**src/rtl/pipe_field_scroller.sv**
```systemverilog
// pipe_field_scroller: full ROWS x COLS pipe field for the LED-matrix game.
// Generates pipe columns internally, scrolls them toward the far edge and
// reports bird collision, pipe-pass pulses and a saturating score.
// Optional build macro: PIPE_FIELD_NARROW_EN (gap shrinks as score grows).
module pipe_field_scroller #(
  parameter int          ROWS      = 8,
  parameter int          COLS      = 8,
  parameter int          GAP_H     = 3,
  parameter int          SPACING   = 4,
  parameter int          BIRD_COL  = 2,
  parameter int          SCORE_W   = 8,
  parameter logic [7:0]  LFSR_SEED = 8'h01
) (
  input  logic                      clk,
  input  logic                      reset,
  input  logic                      cycle,
  input  logic                      lose,
  input  logic [$clog2(ROWS):0]     bird_row,
  output logic [ROWS*COLS-1:0]      field,
  output logic                      pass_pulse,
  output logic [SCORE_W-1:0]        score,
  output logic                      collision
);

  localparam int BR_W = $clog2(ROWS) + 1;
  localparam int SP_W = $clog2(SPACING);

  logic [SP_W-1:0]      spacing_cnt;
  logic [7:0]           lfsr;
  logic [7:0]           lfsr_next;
  logic [ROWS-1:0]      pipe_col;
  logic [ROWS-1:0]      new_col;
  logic [ROWS*COLS-1:0] shifted;
  logic                 bird_col_busy;
  int unsigned          eff_h;
  int unsigned          gap_base;

  // Fibonacci LFSR step, x^8+x^6+x^5+x^4+1
  always_comb begin
    lfsr_next = {lfsr[6:0], lfsr[7] ^ lfsr[5] ^ lfsr[4] ^ lfsr[3]};
  end

`ifdef PIPE_FIELD_NARROW_EN
  // Effective gap height shrinks by one row per 8 points, never below 2
  always_comb begin
    int unsigned shrink;
    shrink = 32'(score >> 3);
    if (GAP_H < 2)
      eff_h = GAP_H;
    else if (shrink >= 32'(GAP_H - 2))
      eff_h = 2;
    else
      eff_h = 32'(GAP_H) - shrink;
  end
`else
  // Fixed gap height
  always_comb begin
    eff_h = GAP_H;
  end
`endif

  // Pipe column pattern: gap rows clear, all other rows set
  always_comb begin
    gap_base = 32'(lfsr) % (32'(ROWS) - eff_h + 1);
    pipe_col = '0;
    for (int unsigned r = 0; r < ROWS; r++)
      pipe_col[r] = !((r >= gap_base) && (r < gap_base + eff_h));
    new_col = (spacing_cnt == '0) ? pipe_col : '0;
  end

  // Field shifted one column away from the entry edge, new column at 0
  always_comb begin
    shifted = '0;
    for (int unsigned r = 0; r < ROWS; r++) begin
      shifted[r*COLS] = new_col[r];
      for (int unsigned c = 1; c < COLS; c++)
        shifted[r*COLS+c] = field[r*COLS+c-1];
    end
  end

  // Any pipe pixel currently in the bird column
  always_comb begin
    bird_col_busy = 1'b0;
    for (int unsigned r = 0; r < ROWS; r++)
      bird_col_busy = bird_col_busy | field[r*COLS+BIRD_COL];
  end

  // Bird hits a pipe pixel or leaves the field
  always_comb begin
    collision = (bird_row >= BR_W'(ROWS));
    for (int unsigned r = 0; r < ROWS; r++)
      if (bird_row == BR_W'(r))
        collision = field[r*COLS+BIRD_COL];
  end

  // Field, spacing, LFSR, score and pass pulse state
  always_ff @(posedge clk or negedge reset) begin
    if (!reset) begin
      field       <= '0;
      spacing_cnt <= '0;
      lfsr        <= LFSR_SEED;
      score       <= '0;
      pass_pulse  <= 1'b0;
    end else if (lose) begin
      pass_pulse <= 1'b0;
    end else if (cycle) begin
      field       <= shifted;
      spacing_cnt <= (spacing_cnt == SP_W'(SPACING - 1)) ? '0 : spacing_cnt + 1'b1;
      if (spacing_cnt == '0)
        lfsr <= lfsr_next;
      pass_pulse <= bird_col_busy;
      if (bird_col_busy && (score != '1))
        score <= score + 1'b1;
    end else begin
      pass_pulse <= 1'b0;
    end
  end

endmodule

```
**config.mk**
```make
export PLATFORM = sky130hd
export DESIGN_NAME = pipe_field_scroller
export DESIGN_NICKNAME = d
export VERILOG_FILES = /design/src/rtl/pipe_field_scroller.sv
export SDC_FILE = /design/constraint.sdc
export NUM_CORES = 1
export LEC_CHECK = 0
export ABC_AREA = 0
export ABC_CLOCK_PERIOD_IN_PS = 3350
export CAP_MARGIN = 10
export CORE_MARGIN = 10
export CORE_UTILIZATION = 45
export CTS_BUF_LIST = sky130_fd_sc_hd__clkbuf_4 sky130_fd_sc_hd__clkbuf_8
export CTS_CLUSTER_DIAMETER = 50
export DETAILED_ROUTE_END_ITERATION = 16
export GPL_TIMING_DRIVEN = 1
export PLACE_DENSITY = 0.74
export RECOVER_POWER = 50
export SLEW_MARGIN = 20
export SYNTH_ARGS = -nofsm -noshare
export SYNTH_HDL_FRONTEND = slang
export SYNTH_SLANG_ARGS = --single-unit
```
**constraint.sdc**
```tcl
create_clock -name clk -period 3.35 [get_ports clk]
set_input_delay 0.5025 -clock clk [delete_from_list [all_inputs] [get_ports clk]]
set_output_delay 0.5025 -clock clk [all_outputs]
set_load 0.01 [all_outputs]
```
After elaboration in Yosys (flattened, before gate mapping). Index checks and enable logic that the tools add are counted. W data, S select, Z words.

Bitwise operators: 11. Div/mod/pow operators: 1. Add/subtract/negate cells: 3. Eq/ne operators: 9. Order comparisons: 17. Mux-type cells: 12. Reductions and logical operators: 22.

Operators by type and width (count): $ge A3 B32 Y1 const A (4); $lt A3 B32 Y1 const A (4); $ge A1 B32 Y1 const A (2); $ge A2 B32 Y1 const A (2); $lt A1 B32 Y1 const A (2); $lt A2 B32 Y1 const A (2); $add A32 B2 Y32 const B (1); $mod A8 B3 Y32 const B (1); $eq A4 B3 Y1 const B (4); $mux W1 (10); $logic_and A1 B1 Y1 (9); $add A8 B1 Y8 const B (1); $eq A4 B2 Y1 const B (2); $logic_not A1 Y1 (8); $mux W8 (1); $ne A8 B8 Y1 const B (1); $or A1 B1 Y1 (7); $reduce_and A3 Y1 (2); $eq A4 B1 Y1 const B (1); $ge A4 B4 Y1 const B (1); $logic_not A4 Y1 (1); $xor A1 B1 Y1 (3); $add A2 B1 Y2 const B (1); $eq A2 B2 Y1 const B (1); other kinds (4) (4).

Input bits: 8. Word-level logic and storage cells: 80. Output and inout bits: 74. Flip-flop bits (word level): 83.

Longest topological paths before layout. Gate-level depths: netlist of the first run.

Depth after elaboration: 9. Gate-level depth with buffers: 18. Mapped depth without buffers: 14.

Worst setup path after synthesis of the first run. No wires, ideal clock.

Kind: reg-to-reg. Start: register lfsr[6]. End: register field[8]. Library setup time: 0.126 ns. Data arrival time: 3.070 ns. Stages on the path, launching flop included: 16. Path slack: 0.154 ns. Buffers on the path: 3. Required time: 3.224 ns. Cells stage by stage: dfrtp_1 buf_6 clkbuf_1 ha_1 o21ai_1 a2111oi_4 or2_1 buf_2 nand3_1 o21ai_2 ha_1 nor3_1 a31oi_1 o21ai_0 o311ai_1 a221o_1.

Word-level cells in the longest chain between the ends: 6. Elaborated cells between the ends (all ways): 7. Classes of those cells: add/sub: 1; div: 1; order compare: 2; mux: 1; reduce/logical: 2.

RTL lines: start: declaration (RTL line 29) `logic [7:0] lfsr;`; start signal: assignment (RTL line 110) `lfsr <= lfsr_next;`; $mod A8 B3 Y32 * (RTL line 64) `gap_base = 32'(lfsr) % (32'(ROWS) - eff_h + 1);`; $add A32 B2 Y32 (RTL line 67) `pipe_col[r] = !((r >= gap_base) && (r < gap_base + eff_h));`; $lt A1 B32 Y1 (RTL line 67); $logic_and A1 B1 Y1 * (RTL line 67); $logic_not A1 Y1 * (RTL line 67); $mux W8 * (RTL line 68) `new_col = (spacing_cnt == '0) ? pipe_col : '0;`; end signal: assignment (RTL line 107) `field <= shifted;`; end: declaration (RTL line 19) `output logic [ROWS*COLS-1:0] field,`.

Every way passes the cells marked *; elsewhere a longest branch is shown, timed or not. A chain may end at the register's enable or synchronous reset.

Worst setup path after layout of the first run. Same ends and word-level chain as after synthesis.

==> results of run 1 <==
-- cell families (layout without fill, tap and decap cells) --
family	count (synthesis)	after routing	share of synthesized area, %
and+or+nand+nor	247	247	26.6
DFF	83	83	50.8
AOI/OAI and AO/OA	63	63	12.1
buffers and inverters	37	118	4.01
xor gates and xnor gates	14	14	3.36
adders and majority gates	5	5	1.53
muxes	4	4	1.62
-- worst reg2reg max path: stages, from the launching register on --
cell      delay, ns
dfrtp_1        0.40
ha_2           0.42
nand2b_1       0.14
o221ai_1       0.12
a21oi_2        0.23
o21a_1         0.22
nand3_1        0.11
o21ai_2        0.25
ha_1           0.30
nor3_1         0.18
a31oi_1        0.05
o21ai_0        0.18
o311ai_1       0.15
a221o_1        0.34
-- power by group --
group          switching (mW)  internal (mW)
Combinational            1.50           1.39
Clock                   0.380          0.273
Sequential              0.331           1.32
Total                    2.21           2.99
-- registers in the layout (all words and copies together) (netlist names) --
register,cells
field,64
lfsr,8
score,8
spacing_cnt,2
pass_pulse,1
-- cells in the mapped netlist (4+ instances only) --
| library cell | n |
|---|---|
| a21oi_1 | 5 |
| a31oi_1 | 5 |
| buf_1 | 4 |
| clkbuf_1 | 18 |
| dfrtp_1 | 82 |
| ha_1 | 5 |
| inv_1 | 8 |
| nand2_1 | 188 |
| nand2b_1 | 7 |
| nand3_1 | 5 |
| nand4_1 | 4 |
| nor2_1 | 6 |
| nor2b_1 | 5 |
| nor3_1 | 5 |
| nor4_1 | 4 |
| o21ai_0 | 14 |
| o21ai_1 | 6 |
| xnor2_1 | 9 |
-- cell usage in the layout, fill, tap and decap left out, drive strengths merged, types with 5 or more instances in the layout --
cell type / n
xnor2: 10
nor2: 7
o21ai: 22
nand2: 188
nor2b: 5
nor3: 5
nand3: 5
dfrtp: 82
inv: 10
nand2b: 7
a31oi: 5
buf: 9
clkbuf: 13
clkdlybuf4s50: 79
ha: 5
a21oi: 6
-- routing by layer --
metal | vias to the layer above | GRT usage, % | part of all wire, %
li1 | 1665 | - | -
met1 | 1653 | 19.8 | 45
met2 | 86 | 24.9 | 48
met3 | 14 | 2.60 | 5.5
met4 | 0 | 6.00 | 1.6
met5 | - | 0 | 0
-- metrics by stage --
| stage | utilization, % | std cells | setup WS [ns] | hold slack, ns |
|---|---|---|---|---|
| floorplan | - | 453 | 0.154 | 0.207 |
| global route | 58.8 | 642 | -0.0246 | 0.503 |
| detailed placement | 56.7 | 624 | 0.160 | 0.465 |
| CTS | 58.7 | 640 | 0.134 | 0.365 |
| global placement | 56.7 | 624 | 0.254 | 0.457 |
| finish | 58.8 | 642 | 0.152 | 0.479 |
-- worst max-delay path by stage --
stage,to,cells after the start,slack (ns),from
4_1_cts,field[8]$_DFFE_PN0P_,12,0.13,lfsr[6]$_DFFE_PN0P_
3_3_place_gp,field[8]$_DFFE_PN0P_,12,0.25,lfsr[7]$_DFFE_PN0P_
5_1_grt,field[8]$_DFFE_PN0P_,12,-0.02,lfsr[6]$_DFFE_PN0P_
6_report,field[8]$_DFFE_PN0P_,13,0.15,lfsr[6]$_DFFE_PN0P_
3_5_place_dp,field[8]$_DFFE_PN0P_,12,0.16,lfsr[7]$_DFFE_PN0P_
2_1_floorplan,field[8]$_DFFE_PN0P_,15,0.15,lfsr[6]$_DFFE_PN0P_
-- cell type report --
| cell class | instances | area, um^2 |
|---|---|---|
| clock buffer | 9 | 124 |
| clock inverter | 7 | 52.6 |
| fill | 779 | 3620 |
| inverter | 9 | 33.8 |
| multi-input combinational | 333 | 1870 |
| sequential | 83 | 2080 |
| tap | 108 | 135 |
| timing repair buffer | 93 | 886 |
-- what timing repair did --
action                                  in CTS  in global routing
endpoints found under the setup margin       0                  7
gates resized for setup                      0                  4
buffers inserted                             0                  1
hold endpoints to repair                     0                  0
==> impl_metrics.env, run 1 <==
export IMPL_outcome="finished, violations left"
export IMPL_violations="capacitance limit, slew limit"
export IMPL_layout_drive_gt1_share_pct=9.55
export IMPL_area_delta_synth_final_pct=26.6
export IMPL_cts_tree="yes"
export IMPL_criticalPathCategory="reg -> reg"
export IMPL_placed_area_mm2=0.00499
export IMPL_clock_skew_ns=0.0141
export IMPL_synth_area_leaders="dfrtp_1 (50%), nand2_1 (17%), xnor2_1 (1.9%)"
export IMPL_max_freq_mhz=313
export IMPL_antenna_found_initial=0
export IMPL_grt_pass1_vias=3244
export IMPL_reg2reg_to="field[8]$_DFFE_PN0P_"
export IMPL_ys_seq_area_share_pct=50.8
export IMPL_die_area_mm2=0.0133
export IMPL_hold_end="field[55]$_DFFE_PN0P_"
export IMPL_synth_cell_types=70
export IMPL_io_pins=82
export IMPL_place_congestion=0.811
export IMPL_cts_max_level=3
export IMPL_ant_nets=0
export IMPL_coreArea_mm2=0.00881
export IMPL_synth_edff_count=0
export IMPL_cts_root_buf="clkbuf_8"
export IMPL_p_leak_nw=2.41
export IMPL_initial_utilization_pct=46.5
export IMPL_cts_buffers=9
export IMPL_synth_top_cell_by_area="dfrtp_1"
export IMPL_final_period_utilization_pct=95.5
export IMPL_synth_main_ff_cell="dfrtp_1"
export IMPL_grt_start_max_net_pins=84
export IMPL_syn_inst=453
export IMPL_die_h_um=115
export IMPL_drv_slew=38
export IMPL_clk_pin_slew_ns=0.09
export IMPL_final_nets=542
export IMPL_grt_pass1_wl_um=16700
export IMPL_ys_warn_count=0
export IMPL_power_total_mw=5.20
export IMPL_die_w_um=115
export IMPL_yosys_register_bits=83
export IMPL_synth_top_cell_area_share_pct=50.2
export IMPL_design_area_mm2=0.00518
export IMPL_cp_end_kind="register"
export IMPL_cp_slowest_cell="ha_2"
export IMPL_crit_fanout=8
export IMPL_finalSetupViolations=0
export IMPL_reg2regPathDepth=13
export IMPL_clk_path_buf_depth=2
export IMPL_crit_chain="ha_2, nand2b_1, o221ai_1, a21oi_2, o21a_1, nand3_1, o21ai_2, ha_1, nor3_1, a31oi_1, o21ai_0, o311ai_1, a221o_1"
export IMPL_ys_async_sr_fraction_pct=100
export IMPL_routedWlPerCell_um=15.9
export IMPL_num_rows=34
export IMPL_clk_latency_ns=0.34
export IMPL_slowest_delay_ns=0.42
export IMPL_syn_area_mm2=0.00409
export IMPL_crit_required_ns=3.59
export IMPL_dr_pass1_iters=4
export IMPL_vdd_ir_drop_worst_uv=872
export IMPL_tightest_slew_ns=1.90
export IMPL_n_antenna_cell=0
export IMPL_relSlewSlack_pct=-26.9
export IMPL_r2r_start="lfsr[6]$_DFFE_PN0P_"
export IMPL_period_needed_ns=3.20
export IMPL_portBuffers=81
export IMPL_dr_first_iter_drc_count=191
export IMPL_vias=3418
export IMPL_ff2ff_setup_slack_ns=0.15
export IMPL_arrival_ns=3.43
export IMPL_vias_per_cell=5.32
export IMPL_avgSynthCellArea_um2=9.03
export IMPL_worstHoldStart="field[55]$_DFFE_PN0P_"
export IMPL_ctsHoldBuffers=0
export IMPL_hp_class="reg -> reg"
export IMPL_critPathLaunchType="register"
export IMPL_drt_wl_total_um=10200
export IMPL_drc_errors=0
export IMPL_power_density_mw_per_mm2=1000
export IMPL_hold_viol=0
export IMPL_fin_setup_tns_ns=0
export IMPL_critPathTopFamily="compound AO/OA/AOI/OAI gates"
export IMPL_crit_buf_inv=0
export IMPL_grt_overflow=0
export IMPL_whs_path_depth=2
export IMPL_syn_nets=466
export IMPL_cap_violations=1
export IMPL_track_usage_pct=15.3
export IMPL_cts_sinks=83
export IMPL_detailed_place_hpwl_um=7230
Power figures use the tool's default switching activity.
==> inputs of run 2 (changes only) <==
GPL_ROUTABILITY_DRIVEN = 0   (was unset)
==> run 2 against run 1 <==
Net effect:
- the flow still finishes with violations (capacitance limit, slew limit)
- clock power up 39%
- setup slack improved by 0.088 ns
- non-clock buffer count fell by 3
- clock skew shrank 0.0017 ns
- design area increased by 1.7%
- final cell count decreased by 0.47%
- via count did not move
- maximum frequency grew 2.8%
- sequential power barely moved
- die area did not move
- critical endpoint unchanged
==> impl_metrics.env, run 2 (same netlist as run 1, synthesis figures left out) <==
export IMPL_outcome="finished, violations left"
export IMPL_violations="capacitance limit, slew limit"
export IMPL_cap_violations=1
export IMPL_final_nets=539
export IMPL_top_register="field"
export IMPL_crit_required_ns=3.58
export IMPL_reg2reg_to="field[8]$_DFFE_PN0P_"
export IMPL_period_needed_ns=3.11
export IMPL_die_h_um=115
export IMPL_reg2regPathDepth=14
export IMPL_die_w_um=115
export IMPL_grt_pass1_wl_um=17000
export IMPL_tightest_slew_ns=2.04
export IMPL_largest_reg_flops=64
export IMPL_clk_path_buf_depth=2
export IMPL_whs_ns=0.478
export IMPL_cts_buffers=9
export IMPL_cts_max_level=3
export IMPL_track_usage_pct=15.4
export IMPL_rsz0062_at_grt="false"
export IMPL_max_freq_mhz=322
export IMPL_r2r_start="lfsr[7]$_DFFE_PN0P_"
export IMPL_layout_drive_gt1_share_pct=10.2
export IMPL_relSlewSlack_pct=-35.9
export IMPL_fin_setup_tns_ns=0
export IMPL_hp_class="reg -> reg"
export IMPL_finalSetupViolations=0
export IMPL_p_int_mw=3.26
export IMPL_clock_skew_ns=0.0123
export IMPL_swShare_pct=40.0
export IMPL_num_rows=34
export IMPL_slowest_delay_ns=0.42
export IMPL_n_antenna_cell=0
export IMPL_detailed_place_hpwl_um=7160
export IMPL_grt_overflow=0
export IMPL_ff2ff_setup_slack_ns=0.24
export IMPL_initial_utilization_pct=46.5
export IMPL_p_switching_mw=2.17
export IMPL_ctsHoldBuffers=0
export IMPL_comb_power_share_pct=52.7
export IMPL_routedWlPerCell_um=15.9
export IMPL_power_total_mw=5.44
export IMPL_crit_chain="ha_4, nor4bb_2, o22ai_1, o22a_1, o21a_1, nand3_1, o21ai_2, ha_1, inv_1, nor3b_1, a31oi_1, nor2_1, o311ai_1, a221o_1"
export IMPL_drt_wl_total_um=10200
export IMPL_whs_path_depth=2
export IMPL_critPathTopFamily="compound AO/OA/AOI/OAI gates"
export IMPL_dr_first_iter_drc_count=188
export IMPL_criticalPathCategory="reg -> reg"
export IMPL_crit_buf_inv=1
export IMPL_cts_root_buf="clkbuf_8"
export IMPL_cts_sinks=83
export IMPL_clk_pin_slew_ns=0.09
export IMPL_vdd_ir_drop_worst_uv=801
export IMPL_drv_slew=84
export IMPL_final_period_utilization_pct=92.8
export IMPL_critPathLaunchType="register"
export IMPL_hold_viol=0
export IMPL_vias=3418
export IMPL_top_regs="field (64), lfsr (8), score (8)"
export IMPL_cts_tree="yes"
export IMPL_hold_end="field[23]$_DFFE_PN0P_"
export IMPL_arrival_ns=3.34
export IMPL_clk_latency_ns=0.35
export IMPL_layout_commonest_cell="nand2_1"
export IMPL_cp_end_kind="register"
export IMPL_power_share_clock_pct=16.7
export IMPL_final_util_pct=59.8
export IMPL_vias_per_cell=5.35
export IMPL_dr_pass1_iters=4
export IMPL_power_density_mw_per_mm2=1030
export IMPL_area_delta_synth_final_pct=28.8
export IMPL_p_leak_nw=2.46
export IMPL_grt_pass1_vias=3349
export IMPL_crit_fanout=8
export IMPL_worstHoldStart="field[23]$_DFFE_PN0P_"
export IMPL_portBuffers=81
export IMPL_cp_slowest_cell="dfrtp_1"
export IMPL_seq_power_share_pct=30.6
export IMPL_antenna_found_initial=0
export IMPL_grt_start_max_net_pins=84
export IMPL_io_pins=82
export IMPL_die_area_mm2=0.0133
export IMPL_final_cell_mix="nand2_1 (188), dfrtp_1 (81), clkdlybuf4s50_1 (78), o21ai_0 (14), clkbuf_8 (11)"
export IMPL_coreArea_mm2=0.00881
export IMPL_ant_nets=0
export IMPL_drc_errors=0
-- run 2: cell count changes in the layout (fill, tap and decap cells not counted), moves of 2 or more --
cell | previous run | this run
bufinv_16 | 0 | 3
clkinvlp_4 | 3 | 0
clkbuf_1 | 2 | 0
clkbuf_8 | 9 | 11
clkinv_2 | 2 | 0
nand2b_1 | 6 | 4
nand2b_4 | 0 | 2
-- run 2: worst max-delay path by stage --
stage,slack (ns),cells past startpoint,start,end
finish,0.24,14,lfsr[7]$_DFFE_PN0P_,field[8]$_DFFE_PN0P_
global route,0.009,12,lfsr[6]$_DFFE_PN0P_,field[8]$_DFFE_PN0P_
CTS,0.11,14,lfsr[7]$_DFFE_PN0P_,field[8]$_DFFE_PN0P_
detailed placement,0.14,14,lfsr[7]$_DFFE_PN0P_,field[8]$_DFFE_PN0P_
global placement,0.28,12,lfsr[7]$_DFFE_PN0P_,field[8]$_DFFE_PN0P_
floorplan,0.15,15,lfsr[6]$_DFFE_PN0P_,field[8]$_DFFE_PN0P_
-- run 2: per-stage QoR --
step	cells	worst slack (ns)	cell area, um^2
floorplan	453	0.154	4090
finish	639	0.240	5270
CTS	638	0.109	5230
global route	639	0.00866	5270
global placement	622	0.278	4970
detailed placement	622	0.143	4970
-- run 2: tightest hold or removal path: stages (launching register included) --
cell	delay, ns
dfrtp_1	0.35
nand2_1	0.05
nand2_1	0.05
-- run 2: final cells by class --
type	count	area, um^2
flip-flops and latches	83	2080
clock buffers	11	151
clock inverters	5	108
well taps	108	135
inverters	9	33.8
repair buffers	90	871
fillers	765	3540
multi-input cells	333	1890
-- run 2: timing repair --
action,in CTS,in global routing
endpoints found under the setup margin,0,8
resized for setup,0,8
setup buffers,0,1
-- run 2: per-layer routing --
metal | up-vias | GRT usage, % | wire [um]
li1 | 1654 | - | -
met2 | 88 | 26.1 | 5190
met3 | 11 | 2.50 | 506
met1 | 1665 | 19.4 | 4380
met5 | - | 0 | 0
met4 | 0 | 5.41 | 112
-- run 2: power groups by stage --
| stage | clock (mW) | sequential [mW] | combinational [mW] |
|---|---|---|---|
| 4_1_cts | 0.921 | 1.66 | 2.80 |
| 3_5_place_dp | 0 | 1.68 | 2.79 |
| 5_1_grt | 0.970 | 1.72 | 3.15 |
| 2_1_floorplan | 0 | 1.69 | 1.72 |
| 3_3_place_gp | 0 | 1.66 | 2.71 |
| 6_report | 0.907 | 1.66 | 2.87 |
